===== config.mk =====
export PLATFORM = sky130hd
export DESIGN_NAME = generator_stare_afisaj
export DESIGN_NICKNAME = d
export VERILOG_FILES = /design/src/rtl/generator_stare_afisaj_pkg.sv /design/src/rtl/generator_stare_afisaj_filtru.sv /design/src/rtl/generator_stare_afisaj.sv
export SDC_FILE = /design/constraint.sdc
export NUM_CORES = 1
export LEC_CHECK = 0
export CORE_MARGIN = 2
export CORE_UTILIZATION = 56
export DETAILED_ROUTE_END_ITERATION = 6
export GPL_TIMING_DRIVEN = 0
export PLACE_DENSITY = 0.87
export SLEW_MARGIN = 20
export SYNTH_ARGS = -nofsm -noshare
export SYNTH_HDL_FRONTEND = slang
export SYNTH_SLANG_ARGS = --single-unit
export TNS_END_PERCENT = 1

===== constraint.sdc =====
create_clock -name clock -period 2.2 [get_ports clock]
set_clock_uncertainty 0.2 [all_clocks]
set_input_delay 0.22 -clock clock [delete_from_list [all_inputs] [get_ports clock]]
set_output_delay 0.22 -clock clock [all_outputs]
set_load 0.05 [all_outputs]

===== src/rtl/generator_stare_afisaj_pkg.sv =====
// Shared types for the display status generator: FSM states, BCD digit width
// and the two-digit run-timer increment.
package generator_stare_afisaj_pkg;

  typedef enum logic [1:0] {
    OPRIT   = 2'd0,
    INAINTE = 2'd1,
    STANGA  = 2'd2,
    DREAPTA = 2'd3
  } stare_t;

  localparam int                BCD_W   = 4;
  localparam logic [BCD_W-1:0] BCD_MAX = 4'd9;

  typedef struct packed {
    logic [BCD_W-1:0] zeci;
    logic [BCD_W-1:0] unitati;
  } timp_t;

  // 00..99 seconds, 99 wraps to 00
  function automatic timp_t timp_inc(input timp_t t);
    timp_t r;
    r = t;
    if (t.unitati == BCD_MAX) begin
      r.unitati = '0;
      r.zeci    = (t.zeci == BCD_MAX) ? '0 : t.zeci + 1'b1;
    end else begin
      r.unitati = t.unitati + 1'b1;
    end
    return r;
  endfunction

endpackage


===== src/rtl/generator_stare_afisaj_filtru.sv =====
// 2-FF synchroniser followed by a stability filter: the output follows the
// synchronised input only after it has differed for DEB_CYCLES consecutive cycles.
module filtru_debounce #(
  parameter int DEB_CYCLES = 500000
) (
  input  logic clock,
  input  logic reset_n,
  input  logic in_raw,
  output logic out_filt
);

  localparam int CW = (DEB_CYCLES > 1) ? $clog2(DEB_CYCLES) : 1;

  logic [1:0]    sync;
  logic [CW-1:0] cnt;

  always_ff @(posedge clock or negedge reset_n) begin
    if (!reset_n) begin
      sync     <= '0;
      cnt      <= '0;
      out_filt <= 1'b0;
    end else begin
      sync <= {sync[0], in_raw};
      // any return to the filtered value restarts the count
      if (sync[1] != out_filt) begin
        if (cnt == CW'(DEB_CYCLES - 1)) begin
          out_filt <= sync[1];
          cnt      <= '0;
        end else begin
          cnt <= cnt + 1'b1;
        end
      end else begin
        cnt <= '0;
      end
    end
  end

endmodule


===== src/rtl/generator_stare_afisaj.sv =====
// Turns the line sensors and start/stop button into the display driver's
// status: blinking turn indicators, stop flag and a two-digit BCD run timer.
module generator_stare_afisaj
  import generator_stare_afisaj_pkg::*;
#(
  parameter int DEB_CYCLES = 500000,
  parameter int TICK_DIV   = 50000000,
  parameter int BLINK_DIV  = 12500000
) (
  input  logic             clock,
  input  logic             reset_n,
  input  logic             senzor_stanga,
  input  logic             senzor_dreapta,
  input  logic             buton_start,
  output logic             semnal_stanga,
  output logic             semnal_dreapta,
  output logic             stop,
  output logic [BCD_W-1:0] cifra_zeci,
  output logic [BCD_W-1:0] cifra_unitati
);

  localparam int TW = (TICK_DIV  > 1) ? $clog2(TICK_DIV)  : 1;
  localparam int BW = (BLINK_DIV > 1) ? $clog2(BLINK_DIV) : 1;

  logic [2:0] raw, filt;
  logic       buton_prev, start_p;
  stare_t     stare, stare_next;

  logic [TW-1:0] presc, presc_d;
  logic [BW-1:0] blink_cnt, blink_cnt_d;
  logic          faza, faza_d;
  timp_t         timp, timp_d;
  logic          stop_d, stanga_d, dreapta_d;

  assign raw = {buton_start, senzor_dreapta, senzor_stanga};

  for (genvar i = 0; i < 3; i++) begin : g_deb
    filtru_debounce #(.DEB_CYCLES(DEB_CYCLES)) u_deb (
      .clock   (clock),
      .reset_n (reset_n),
      .in_raw  (raw[i]),
      .out_filt(filt[i])
    );
  end

  assign start_p = filt[2] & ~buton_prev;

  always_ff @(posedge clock or negedge reset_n) begin
    if (!reset_n) stare <= OPRIT;
    else          stare <= stare_next;
  end

  always_comb begin
    stare_next = stare;
    if (stare == OPRIT) begin
      if (start_p) stare_next = INAINTE;
    end else if (start_p) begin
      stare_next = OPRIT;
    end else begin
      case (filt[1:0])
        2'b01:   stare_next = STANGA;
        2'b10:   stare_next = DREAPTA;
        default: stare_next = INAINTE;
      endcase
    end
  end

  always_comb begin
    blink_cnt_d = '0;
    faza_d      = 1'b0;
    if (stare_next == STANGA || stare_next == DREAPTA) begin
      // every entry, including a direct left<->right swap, starts ON
      if (stare_next != stare) begin
        faza_d = 1'b1;
      end else if (blink_cnt == BW'(BLINK_DIV - 1)) begin
        faza_d = ~faza;
      end else begin
        blink_cnt_d = blink_cnt + 1'b1;
        faza_d      = faza;
      end
    end

    presc_d = presc;
    timp_d  = timp;
    if (stare == OPRIT) begin
      presc_d = '0;
      if (start_p) timp_d = '0;
    end else if (presc == TW'(TICK_DIV - 1)) begin
      presc_d = '0;
      timp_d  = timp_inc(timp);
    end else begin
      presc_d = presc + 1'b1;
    end

    stop_d    = (stare_next == OPRIT);
    stanga_d  = (stare_next == STANGA)  & faza_d;
    dreapta_d = (stare_next == DREAPTA) & faza_d;
  end

  always_ff @(posedge clock or negedge reset_n) begin
    if (!reset_n) begin
      buton_prev     <= 1'b0;
      presc          <= '0;
      blink_cnt      <= '0;
      faza           <= 1'b0;
      timp           <= '0;
      stop           <= 1'b1;
      semnal_stanga  <= 1'b0;
      semnal_dreapta <= 1'b0;
    end else begin
      buton_prev     <= filt[2];
      presc          <= presc_d;
      blink_cnt      <= blink_cnt_d;
      faza           <= faza_d;
      timp           <= timp_d;
      stop           <= stop_d;
      semnal_stanga  <= stanga_d;
      semnal_dreapta <= dreapta_d;
    end
  end

  assign cifra_zeci    = timp.zeci;
  assign cifra_unitati = timp.unitati;

endmodule


# Word level (Yosys, flattened, before mapping)
# Cells that the tools add are included.
# word_totals
regBits	131
input_bits	5
out_inout_bits	11
word_cells	81
# classes
n_addsub	7
eq_ne	16
muxes	24
bitwise_logic	5
reduce_logical	10
# op_table
operator	count
$mux W19	6
$mux W24	3
$add A19 B1 Y19 const B	3
$eq A19 B19 Y1 const B	3
$mux W26	2
$add A26 B1 Y26 const B	1
$eq A26 B26 Y1 const B	1
$add A24 B1 Y24 const B	1
$eq A24 B24 Y1 const B	1
$mux W8	3
$mux W4	3
$add A4 B1 Y4 const B	2
$eq A4 B4 Y1 const B	2
$reduce_and A2 Y1	4
$eq A2 B2 Y1 const B	3
$mux W2	3
$logic_not A2 Y1	2
$pmux W2 S2	1
$reduce_bool A2 Y1	2
$and A1 B1 Y1	3
$mux W1	3
$ne A1 B1 Y1	3
$reduce_and A3 Y1	1
$eq A2 B1 Y1 const B	1
other kinds (4)	5

# Logic depth before layout (Yosys ltp)
# Gate-level depths: netlist of run 1.
# logic_depth
ltp_word	8
depth_mapped	7
ltp_nobuf	7

# Cells and area by module
# Synthesis of run 1 repeated with hierarchy kept, for this count alone.
# hier_totals
cells_unflattened	657
area_unflattened_um2	6697.7
# modules_own_cells
module	n_inst	cells_per_inst	area_each_um2	seq_area_each_um2
generator_stare_afisaj	1	342	3464.6	1627.8
filtru_debounce at g_deb[0].u_deb ...	2	105	1079.8	550.5
filtru_debounce at g_deb[2].u_deb	1	105	1073.5	550.5

# Least setup slack after synthesis of run 1
# Ideal clock, no wire load.
# synth_path
path_kind	register to register
start	register timp, in the netlist cifra_unitati[0]
end	register timp, in the netlist cifra_zeci[2]
setup_ns	0.066
arrival_time_ns	2.151
required_ns	1.934
path_slack_ns	-0.217
path_stages_with_launch	7
path_buffers	0
period_less_slack_ns	2.417
cell_sequence	dfrtp_1 -> ha_1 -> nand2_1 -> or2_2 -> or4b_2 -> o21ai_0 -> a31o_2
# synth_between
elab_chain_len	3
# synth_lines
element	line	rtl
from (decl)	generator_stare_afisaj.sv:32	timp_t timp, timp_d;
from (signal assigned)	generator_stare_afisaj.sv:115	timp <= timp_d;
$eq A4 B4 Y1	generator_stare_afisaj_pkg.sv:24	if (t.unitati == BCD_MAX) begin
$reduce_bool A2 Y1 (no line)	n/a	
$reduce_and A3 Y1 (no line)	n/a	
# Every way passes these cells.
# A chain may end at the register's enable or synchronous reset.

# Final worst setup path of run 1
# layout_path
start	register blink_cnt[8]
end	register faza
# layout_between
elab_chain_len	4
# layout_lines
element	line	rtl
from (decl)	generator_stare_afisaj.sv:30	logic [BW-1:0] blink_cnt, blink_cnt_d;
from (signal assigned)	generator_stare_afisaj.sv:113	blink_cnt <= blink_cnt_d;
$eq A24 B24 Y1	generator_stare_afisaj.sv:75	end else if (blink_cnt == BW'(BLINK_DIV - 1)) begin
$mux W1	generator_stare_afisaj.sv:75	
$mux W1	generator_stare_afisaj.sv:73	if (stare_next != stare) begin
$mux W1	generator_stare_afisaj.sv:71	if (stare_next == STANGA || stare_next == DREAPTA) begin
via faza_d	generator_stare_afisaj.sv:31	logic faza, faza_d;
to (signal assigned)	generator_stare_afisaj.sv:114	faza <= faza_d;
to (decl)	generator_stare_afisaj.sv:31	
# The timed path passes the listed nets, and every way through them passes these cells.

==> impl_metrics.toml, run 1 <==
[timing]
worstMarginPinSlew_ns = 0.735
final_critical_path_setup_slack_ns = -0.00553
setup_viol_count_final = 2
timing.hold.ws_ns = 0.0352
fin_tns_setup_ns = -0.00732
rsz0062_at_grt = "true"
timing.slew.headroom = 0.506
achievable_freq_mhz = 453
maxSlewViolCount = 0
finalCritPeriodShare = 1.00
finalHoldViolations = 0
final.min_clock_period_ns = 2.21

[drt]
number_of_vias_per_cell = 5.70
wl_per_cell_microns = 15.9
firstDrtPassIters = 5
via_total_after_detailed_routing = 4701
detail-route-antenna-nets = 0
detail_route.iter0.violations = 406
wl_microns = 13100
detail_route.drc_violations = 0

[status]
failed_checks = "setup timing"
outcome = "complete, but fails checks"

[cts]
maximum_root_to_sink_buffer_count = 2
cts.htree.levels = 4
clk_latency_ns = 0.52
clkTransAtPathRegs_ns = 0.06
clock_tree.root_cell = "sky130_fd_sc_hd__clkbuf_8"
tritoncts.num_buffers = 17
tritoncts = "yes"
cts_sinks = 131

[power_and_ir_drop]
cell_internal_pwr_w = 0.00424
ir_worst_vdd_v = 0.000624
combinationalPowerShare = 0.022
seq_power_share = 0.458
leakage_nw = 3.20
power.density_cell_area_nw_per_um2 = 720
power.share.clock = 0.520
net-switching-power_w = 0.00109
total_power_w = 0.00534
power.share.switching = 0.205

[die]
core_region_area_sq_um = 10900
die_height_microns = 110
num_io_pins = 16
die_outline_area_sq_um = 12100
floorplan.initialDensity = 0.577
num_rows = 38
floorplan.die.width_microns = 110

[layout]
diodes = 0
final_cell_area_sq_um = 7410
final.fill_count = 743
seqCellArea_sq_um = 3290
final_cell_count_no_fill = 825
multi_input_area_sq_um = 2960
drive_above_1_share = 0.117
area_growth_syn_to_layout_pct = 18.1
post_layout_nets = 688

[placed_design]
place_hpwl_microns = 8180
dp_cells = 787
globalplace.congestion = 0.864
portBuffers = 15
placedInstanceArea_sq_um = 6650

[yosys]
ys_types = 43
primary_flip_flop_cell_chosen_by_synthesis_mapping = "sky130_fd_sc_hd__dfrtp_1"
post_synth_inst_count = 631
synthTopCellsByArea = "sky130_fd_sc_hd__dfrtp_1 (52%), sky130_fd_sc_hd__xor2_1 (9.1%), sky130_fd_sc_hd__nor2_1 (7.6%)"
synth_warnings = 0
netlist.top_cell.by_area = "sky130_fd_sc_hd__dfrtp_1"
post_synthesis_net_count = 646
area_of_the_mapped_netlist_sq_um = 6280
post_synth.cell_area_avg_sq_um = 9.95
ys_seq_elements = 131
yosys.cell_count.top_type = "sky130_fd_sc_hd__dfrtp_1"
async_flop_share = 1.00
synth_edf_count = 0
ys_seq_area_frac = 0.522
synthTopCellsByCount = "sky130_fd_sc_hd__dfrtp_1 (130), sky130_fd_sc_hd__nor2_1 (127), sky130_fd_sc_hd__xor2_1 (65), sky130_fd_sc_hd__nand3_1 (48), sky130_fd_sc_hd__nand2_1 (46)"
synth_largest_type_area_fraction = 0.518

[job]
number_of_maximum_capacitance_violations = 0

[worst_setup_path]
critical_path_required_ns = 2.38
setup.worst_path.class = "reg -> reg"
endpoint_kind = "register"
crit_path_max_fanout = 4
crit_arrival_ns = 2.38
setup.worst_path.start_class = "register"

[global_routing]
grt_start_max_net_pins = 73
number_of_global_route_vias_before_repair = 4885
first_pass_grt_wire_length_microns = 22200
initial_antenna_violation_count = 0
grt_overflow_total = 0
grt.total_usage = 0.237

[hold_path]
hold_path_class = "in -> async"
==> logic make-up (layout without fill, tap and decap cells) <==
family                   after synthesis  in the layout  share of synthesized area
multiplexers                           4              4                    0.00678
adder cells (fa/ha/maj)               10             10                     0.0199
AND/OR/NAND/NOR                      335            335                      0.266
XOR/XNOR                             101            101                      0.141
AO/OA/AOI/OAI                         20             20                     0.0199
flip-flops                           131            131                      0.522
buffers and inverters                 30             84                     0.0235
==> area by class of cell <==
class	instances	share of cell area
flip-flops and latches	131	0.443
multi-input cells	470	0.400
clock buffers	22	0.0611
repair buffers	24	0.0331
well taps	140	0.0236
clock inverters	9	0.0176
plain buffers	15	0.0145
inverters	14	0.00709
==> worst max-delay path, cell delays in order, from the launching register on <==
cell	delay, ns
sky130_fd_sc_hd__dfrtp_1	0.42
sky130_fd_sc_hd__or4b_2	0.70
sky130_fd_sc_hd__nor3_2	0.17
sky130_fd_sc_hd__nand4_1	0.21
sky130_fd_sc_hd__xor2_2	0.25
sky130_fd_sc_hd__a21boi_0	0.11
==> state kept, by name, indices dropped and copies added (netlist names) <==
name	count
g_deb.u_deb.sync	6
g_deb.u_deb.cnt	57
blink_cnt	24
faza	1
g_deb.u_deb.out_filt	3
buton_prev	1
stop	1
cifra_unitati	4
cifra_zeci	4
semnal_stanga	1
presc	26
semnal_dreapta	1
stare	2
==> power groups by stage <==
stage	Combinational, W	Clock, W	Sequential [W]
after global placement	0.000106	0	0.00249
after detailed placement	0.000116	0	0.00249
after CTS	0.000123	0.00282	0.00245
after floorplan	0.0000455	0	0.00249
final	0.000118	0.00277	0.00245
after global routing	0.000138	0.00295	0.00245
==> per-layer routing <==
metal	GRT usage	up-vias	share of wire
met5	0	-	0
met4	0.104	0	0.022
met3	0.0682	28	0.046
met2	0.393	131	0.50
met1	0.288	2308	0.43
li1	-	2234	-
==> repair_timing <==
action	in CTS	in global routing
pin swaps	2	4
hold buffers	4	0
setup buffers	0	4
hold endpoints to repair	134	0
endpoints found under the setup margin	47	85
gates resized for setup	17	22
==> cell usage in the layout, fill, tap and decap left out, drive strengths merged, types with 2 or more instances in the layout <==
| cell type | n |
|---|---|
| nor2 | 127 |
| nand2b | 3 |
| nor4 | 6 |
| dlymetal6s2s | 2 |
| nand4 | 29 |
| dfrtp | 130 |
| nor4b | 8 |
| o21ai | 6 |
| nor3 | 12 |
| nor2b | 3 |
| dlygate4sd2 | 7 |
| o211ai | 2 |
| xnor2 | 36 |
| a21oi | 4 |
| mux2i | 2 |
| bufinv | 3 |
| nand2 | 46 |
| dlygate4sd3 | 4 |
| xor2 | 65 |
| or2 | 6 |
| or4b | 3 |
| ha | 10 |
| clkdlybuf4s50 | 5 |
| clkbuf | 29 |
| inv | 14 |
| buf | 14 |
| clkinvlp | 4 |
| and3 | 22 |
| nand3b | 2 |
| and4 | 14 |
| o31ai | 5 |
| or4 | 2 |
| nand3 | 48 |
| clkinv | 2 |
| mux2 | 2 |
==> metrics by stage <==
step	worst slack, ns	utilization
5_1_grt	-0.0730	0.681
2_1_floorplan	0.0100	-
6_report	-0.00553	0.681
3_3_place_gp	-4.66	0.608
3_5_place_dp	-0.187	0.611
4_1_cts	-0.0477	0.670
==> worst paths after layout <==
check | slack [ns] | cells after the start | start | to
setup reg to reg | -0.006 | 5 | blink_cnt[8]$_DFF_PN0_ | faza$_DFF_PN0_
max in group asynchronous | 1.03 | 3 | reset_n | cifra_zeci[1]$_DFFE_PN0P_
hold / removal | 0.04 | 2 | reset_n | g_deb[0].u_deb.cnt[14]$_DFF_PN0_
min in group clock | 0.15 | 0 | g_deb[2].u_deb.sync[0]$_DFF_PN0_ | g_deb[2].u_deb.sync[1]$_DFF_PN0_
hold reg to reg | 0.15 | 0 | g_deb[2].u_deb.sync[0]$_DFF_PN0_ | g_deb[2].u_deb.sync[1]$_DFF_PN0_
setup / recovery | -0.006 | 5 | blink_cnt[8]$_DFF_PN0_ | faza$_DFF_PN0_
Note: power is estimated with default switching activity, not from simulation.
==> run 2: changes to the inputs <==
SYNTH_HIERARCHICAL = 1   (was not set)
==> impl_metrics.toml, run 2 <==
[status]
outcome = "complete, but fails checks"
failed_checks = "setup timing"

[global_routing]
grt_overflow_total = 0
initial_antenna_violation_count = 0
grt_start_max_net_pins = 85
number_of_global_route_vias_before_repair = 4961
first_pass_grt_wire_length_microns = 22200
grt.total_usage = 0.214

[worst_setup_path]
setup.worst_path.class = "reg -> reg"
endpoint_kind = "register"
critical_path_required_ns = 2.30
crit_start = "presc[0]$_DFF_PN0_"
crit_path_max_fanout = 7
crit-reg2reg-capture = "presc[24]$_DFF_PN0_"
worstReg2RegStart = "presc[0]$_DFF_PN0_"
setup.worst_path.start_class = "register"
worst_case_register_to_register_setup_slack_ns = -0.11
crit_arrival_ns = 2.41
reg2regPathDepth = 7

[die]
core_region_area_sq_um = 11600
num_rows = 39
die_outline_area_sq_um = 12900
floorplan.initialDensity = 0.579
num_io_pins = 16
die_height_microns = 113
floorplan.die.width_microns = 113

[yosys]
ys_types = 59
ys_seq_elements = 131
ys_seq_area_frac = 0.490
post_synth_inst_count = 657
netlist.top_cell.by_area = "sky130_fd_sc_hd__dfrtp_1"
synth_edf_count = 0
synthTopCellsByArea = "sky130_fd_sc_hd__dfrtp_1 (49%), sky130_fd_sc_hd__xnor2_1 (7.5%), sky130_fd_sc_hd__nor2_1 (5.2%)"
yosys.cell_count.top_type = "sky130_fd_sc_hd__dfrtp_1"
synth_largest_type_area_fraction = 0.486
synth_warnings = 6
area_of_the_mapped_netlist_sq_um = 6700
primary_flip_flop_cell_chosen_by_synthesis_mapping = "sky130_fd_sc_hd__dfrtp_1"
post_synthesis_net_count = 672
synthTopCellsByCount = "sky130_fd_sc_hd__dfrtp_1 (130), sky130_fd_sc_hd__nor2_1 (93), sky130_fd_sc_hd__xnor2_1 (57), sky130_fd_sc_hd__nand2_1 (49), sky130_fd_sc_hd__nand3_1 (42)"
async_flop_share = 1.00
post_synth.cell_area_avg_sq_um = 10.2

[drt]
detail-route-antenna-nets = 0
detail_route.drc_violations = 0
detail_route.iter0.violations = 418
wl_microns = 13800
firstDrtPassIters = 5
number_of_vias_per_cell = 5.83
via_total_after_detailed_routing = 5012
wl_per_cell_microns = 16.0

[cts]
clock_tree.root_cell = "sky130_fd_sc_hd__clkbuf_16"
clk_latency_ns = 0.42
cts_sinks = 131
tritoncts = "yes"
clkTransAtPathRegs_ns = 0.06
maximum_root_to_sink_buffer_count = 2
tritoncts.num_buffers = 17
cts.htree.levels = 4

[power_and_ir_drop]
power.density_cell_area_nw_per_um2 = 685
leakage_nw = 3.15
total_power_w = 0.00539
ir_worst_vdd_v = 0.000681

[timing]
final.min_clock_period_ns = 2.31
achievable_freq_mhz = 433
setup_viol_count_final = 23
final_critical_path_setup_slack_ns = -0.109
worstMarginPinSlew_ns = 0.673
finalCritPeriodShare = 1.05
timing.slew.headroom = 0.548
finalHoldViolations = 0
maxSlewViolCount = 0
rsz0062_at_grt = "true"

[hold_path]
hold_path_end = "g_deb[1].u_deb/sync[0]$_DFF_PN0_"
hold_path_class = "in -> reg"
min_from = "senzor_dreapta"
worst_hold_stages = 1

[job]
number_of_maximum_capacitance_violations = 0

[layout]
max_flop_register = "g_deb.u_deb/cnt"
final_common_cell = "sky130_fd_sc_hd__dfrtp_1"
largest_reg_flops = 57
area_growth_syn_to_layout_pct = 17.6
finalCoreUtilization = 0.681
final_cell_mix = "sky130_fd_sc_hd__dfrtp_1 (124), sky130_fd_sc_hd__nor2_1 (93), sky130_fd_sc_hd__xnor2_1 (57), sky130_fd_sc_hd__nand2_1 (48), sky130_fd_sc_hd__nand3_1 (42)"
leading_registers_by_flop_count = "g_deb.u_deb/cnt: 57 flops, presc: 26 flops, blink_cnt: 24 flops"
drive_above_1_share = 0.194
post_layout_nets = 720
diodes = 0

[placed_design]
place_worst_setup_slack_ns = -0.112
globalplace.congestion = 0.866
portBuffers = 15
place_hpwl_microns = 8580
==> run 2: changes by cell type after synthesis, sizes merged, moves of 5 or more <==
cell	change
xor2	-30
xnor2	+21
nor4	+19
and3	-15
and4	-9
inv	+9
a21oi	+8
or3	+8
nor3	+6
and2	+5
==> run 2: kinds of logic (layout without fill, tap and decap cells) <==
group                      Yosys count  count (layout)  synth area share
AOI/OAI and AO/OA                   34              34            0.0428
xor gates and xnor gates            92              92             0.120
buffers and inverters               35              95            0.0288
and+or+nand+nor                    346             346             0.286
DFF                                131             131             0.490
adders and majority gates           10              10            0.0187
muxes                                9               9            0.0140
==> run 2: metal layers <==
layer,vias to the layer above,wire [microns],track usage
li1,2365,-,-
met1,2524,5920,0.263
met2,104,7160,0.378
met3,19,483,0.0589
met4,0,218,0.0496
met5,-,0,0
==> run 2: metrics by stage <==
step,area [sq um],setup TNS (ns),instances,hold slack (ns)
after floorplan,6700,0,657,-0.276
after global placement,7030,-551.32,815,0.135
after detailed placement,7060,-4.54,816,-0.0162
after CTS,7690,-1.38,849,0.0326
after global routing,7880,-2.90,860,0.0470
final,7880,-1.73,860,0.0426
==> run 2: final cells by class <==
cell class              instances  area [sq um]
well taps                     143           179
multi-input cells             491          3310
inverters                      23          86.3
clock inverters                 8           100
plain buffers                  12           120
fillers                       796          3690
repair buffers                 29           297
flip-flops and latches        131          3290
clock buffers                  23           498
==> run 2: timing repair <==
item	4_1_cts	5_1_grt
hold buffers	1	0
pin swaps	8	10
buffers inserted	1	10
resized for setup	6	19
gates cloned	0	1
endpoints found under the setup margin	71	91
endpoints found under the hold margin	49	0
==> run 2: worst max-delay path, cell delays in order, from the launching register on <==
cell,delay [ns]
sky130_fd_sc_hd__dfrtp_1,0.46
sky130_fd_sc_hd__ha_4,0.19
sky130_fd_sc_hd__and4_4,0.24
sky130_fd_sc_hd__nand3_4,0.09
sky130_fd_sc_hd__or4_4,0.56
sky130_fd_sc_hd__o21ai_4,0.17
sky130_fd_sc_hd__clkbuf_16,0.23
sky130_fd_sc_hd__nor2_2,0.04
==> run 2: worst max-delay path by stage <==
| stage | endpoint | slack, ns |
|---|---|---|
| finish | presc[24]$_DFF_PN0_ | -0.11 |
| global route | presc[24]$_DFF_PN0_ | -0.13 |
| CTS | cifra_zeci[2]$_DFFE_PN0P_ | -0.10 |
| detailed placement | blink_cnt[5]$_DFF_PN0_ | -0.11 |
| global placement | blink_cnt[12]$_DFF_PN0_ | -4.22 |
| floorplan | presc[18]$_DFF_PN0_ | 0.05 |
==> run 2: power breakdown <==
group / internal (W) / switching, W
Combinational: 0.0000454 / 0.0000882
Clock: 0.00181 / 0.00100
Sequential: 0.00243 / 0.0000214
Total: 0.00428 / 0.00111
==> run 3: changes to the inputs <==
TNS_END_PERCENT = 30   (was 1)
==> impl_metrics.toml, run 3 (synthesized netlist as in run 2, its figures left out) <==
[status]
outcome = "complete, but fails checks"
failed_checks = "setup timing"

[worst_setup_path]
critical_path_required_ns = 2.30
critical_path_buf_inv_count = 1
delay_of_the_slowest_critical_path_stage_ns = 0.55
critPathTopFamily = "simple AND/OR/NAND/NOR gates"
cpMaxStageDelayCell = "sky130_fd_sc_hd__or4_4"
crit_arrival_ns = 2.33
setup.worst_path.class = "reg -> reg"
crit_path_max_fanout = 7
worstPathCellList = "ha_4 -> and4_4 -> nand3_4 -> or4_4 -> o21ai_4 -> clkbuf_16 -> nor2_2"
endpoint_kind = "register"
setup.worst_path.start_class = "register"

[cts]
tritoncts = "yes"
tritoncts.num_buffers = 17
clk_latency_ns = 0.42
clkTransAtPathRegs_ns = 0.05
clock_tree.root_cell = "sky130_fd_sc_hd__clkbuf_16"
cts.htree.levels = 4
cts_sinks = 131
maximum_root_to_sink_buffer_count = 2

[timing]
final.min_clock_period_ns = 2.23
setup_viol_count_final = 12
achievable_freq_mhz = 448
final_critical_path_setup_slack_ns = -0.0344
finalCritPeriodShare = 1.02
worstMarginPinSlew_ns = 0.560
finalHoldViolations = 0
timing.slew.headroom = 0.623
rsz0062_at_grt = "true"
maxSlewViolCount = 0

[placed_design]
globalplace.congestion = 0.866
portBuffers = 15
place_worst_setup_slack_ns = -0.112
dp_cells = 816
place_hpwl_microns = 8580

[layout]
leading_registers_by_flop_count = "g_deb.u_deb/cnt: 57 flops, presc: 26 flops, blink_cnt: 24 flops"
largest_reg_flops = 57
drive_above_1_share = 0.202
area_growth_syn_to_layout_pct = 18.9
finalCoreUtilization = 0.689
diodes = 0
max_flop_register = "g_deb.u_deb/cnt"
final.fill_count = 782
final_common_cell = "sky130_fd_sc_hd__dfrtp_1"
post_layout_nets = 730
final_cell_count_no_fill = 870
final_cell_mix = "sky130_fd_sc_hd__dfrtp_1 (124), sky130_fd_sc_hd__nor2_1 (93), sky130_fd_sc_hd__xnor2_1 (57), sky130_fd_sc_hd__nand2_1 (49), sky130_fd_sc_hd__nand3_1 (42)"

[drt]
detail_route.drc_violations = 0
wl_microns = 13600
via_total_after_detailed_routing = 4983
detail_route.iter0.violations = 377
wl_per_cell_microns = 15.7
detail-route-antenna-nets = 0
firstDrtPassIters = 5
number_of_vias_per_cell = 5.73

[global_routing]
initial_antenna_violation_count = 0
number_of_global_route_vias_before_repair = 4973
grt_start_max_net_pins = 85
grt_overflow_total = 0
grt.total_usage = 0.214
first_pass_grt_wire_length_microns = 22200

[power_and_ir_drop]
power.density_cell_area_nw_per_um2 = 677
leakage_nw = 3.22
ir_worst_vdd_v = 0.000683
total_power_w = 0.00539

[die]
core_region_area_sq_um = 11600
floorplan.die.width_microns = 113
num_rows = 39
die_height_microns = 113
num_io_pins = 16
die_outline_area_sq_um = 12900
floorplan.initialDensity = 0.579

[hold_path]
hold_path_class = "in -> reg"

[job]
number_of_maximum_capacitance_violations = 0
[run 3: cell types whose count changed in the layout (fill, tap and decap cells not counted), sizes merged]
cell / previous run / this run
buf: 24 / 34
[run 3: per-layer routing]
layer	global-route usage	wire (microns)
met1	0.263	5940
met5	0	0
met2	0.378	7220
met3	0.0589	365
met4	0.0512	125
[run 3: worst paths after layout]
check | cells past startpoint | endpoint | slack, ns | from
worst max-delay path | 7 | presc[24]$_DFF_PN0_ | -0.03 | presc[0]$_DFF_PN0_
min in group asynchronous | 2 | g_deb[0].u_deb/cnt[9]$_DFF_PN0_ | 0.10 | reset_n
worst min register to register | 0 | g_deb[2].u_deb/sync[1]$_DFF_PN0_ | 0.15 | g_deb[2].u_deb/sync[0]$_DFF_PN0_
worst min-delay path | 1 | g_deb[1].u_deb/sync[0]$_DFF_PN0_ | 0.04 | senzor_dreapta
max in group asynchronous | 3 | stop$_DFF_PN1_ | 0.92 | reset_n
worst max register to register | 7 | presc[24]$_DFF_PN0_ | -0.03 | presc[0]$_DFF_PN0_
[run 3: cell type report]
cell class,count,area [sq um],area share
Clock buffer,23,498,0.0625
Sequential cell,131,3290,0.413
Multi-Input combinational cell,491,3330,0.418
Inverter,23,86.3,0.0108
Clock inverter,8,100,0.0126
Tap cell,143,179,0.0225
Buffer,12,116,0.0146
Timing Repair Buffer,39,372,0.0466
[run 3: metrics by stage]
| stage | TNS (ns) | area [sq um] | hold WS [ns] |
|---|---|---|---|
| after detailed placement | -4.54 | 7060 | -0.0162 |
| final | -0.169 | 7970 | 0.0407 |
| after global placement | -551.32 | 7030 | 0.135 |
| after global routing | -1.04 | 7970 | 0.0492 |
| after floorplan | 0 | 6700 | -0.276 |
| after CTS | -0.786 | 7710 | 0.0326 |
[run 3: what timing repair did]
action,in CTS,in global routing
resized for setup,6,19
hold buffers,1,0
setup buffers,3,18
endpoints found under the hold margin,49,0
pin swaps,9,8
setup endpoints to repair,71,87
cloned,0,1
[run 3: power breakdown]
| part | internal, W | total, W | switching [W] |
|---|---|---|---|
| registers | 0.00243 | 0.00245 | 0.0000207 |
| clock network | 0.00181 | 0.00280 | 0.000997 |
| logic | 0.0000496 | 0.000137 | 0.0000875 |
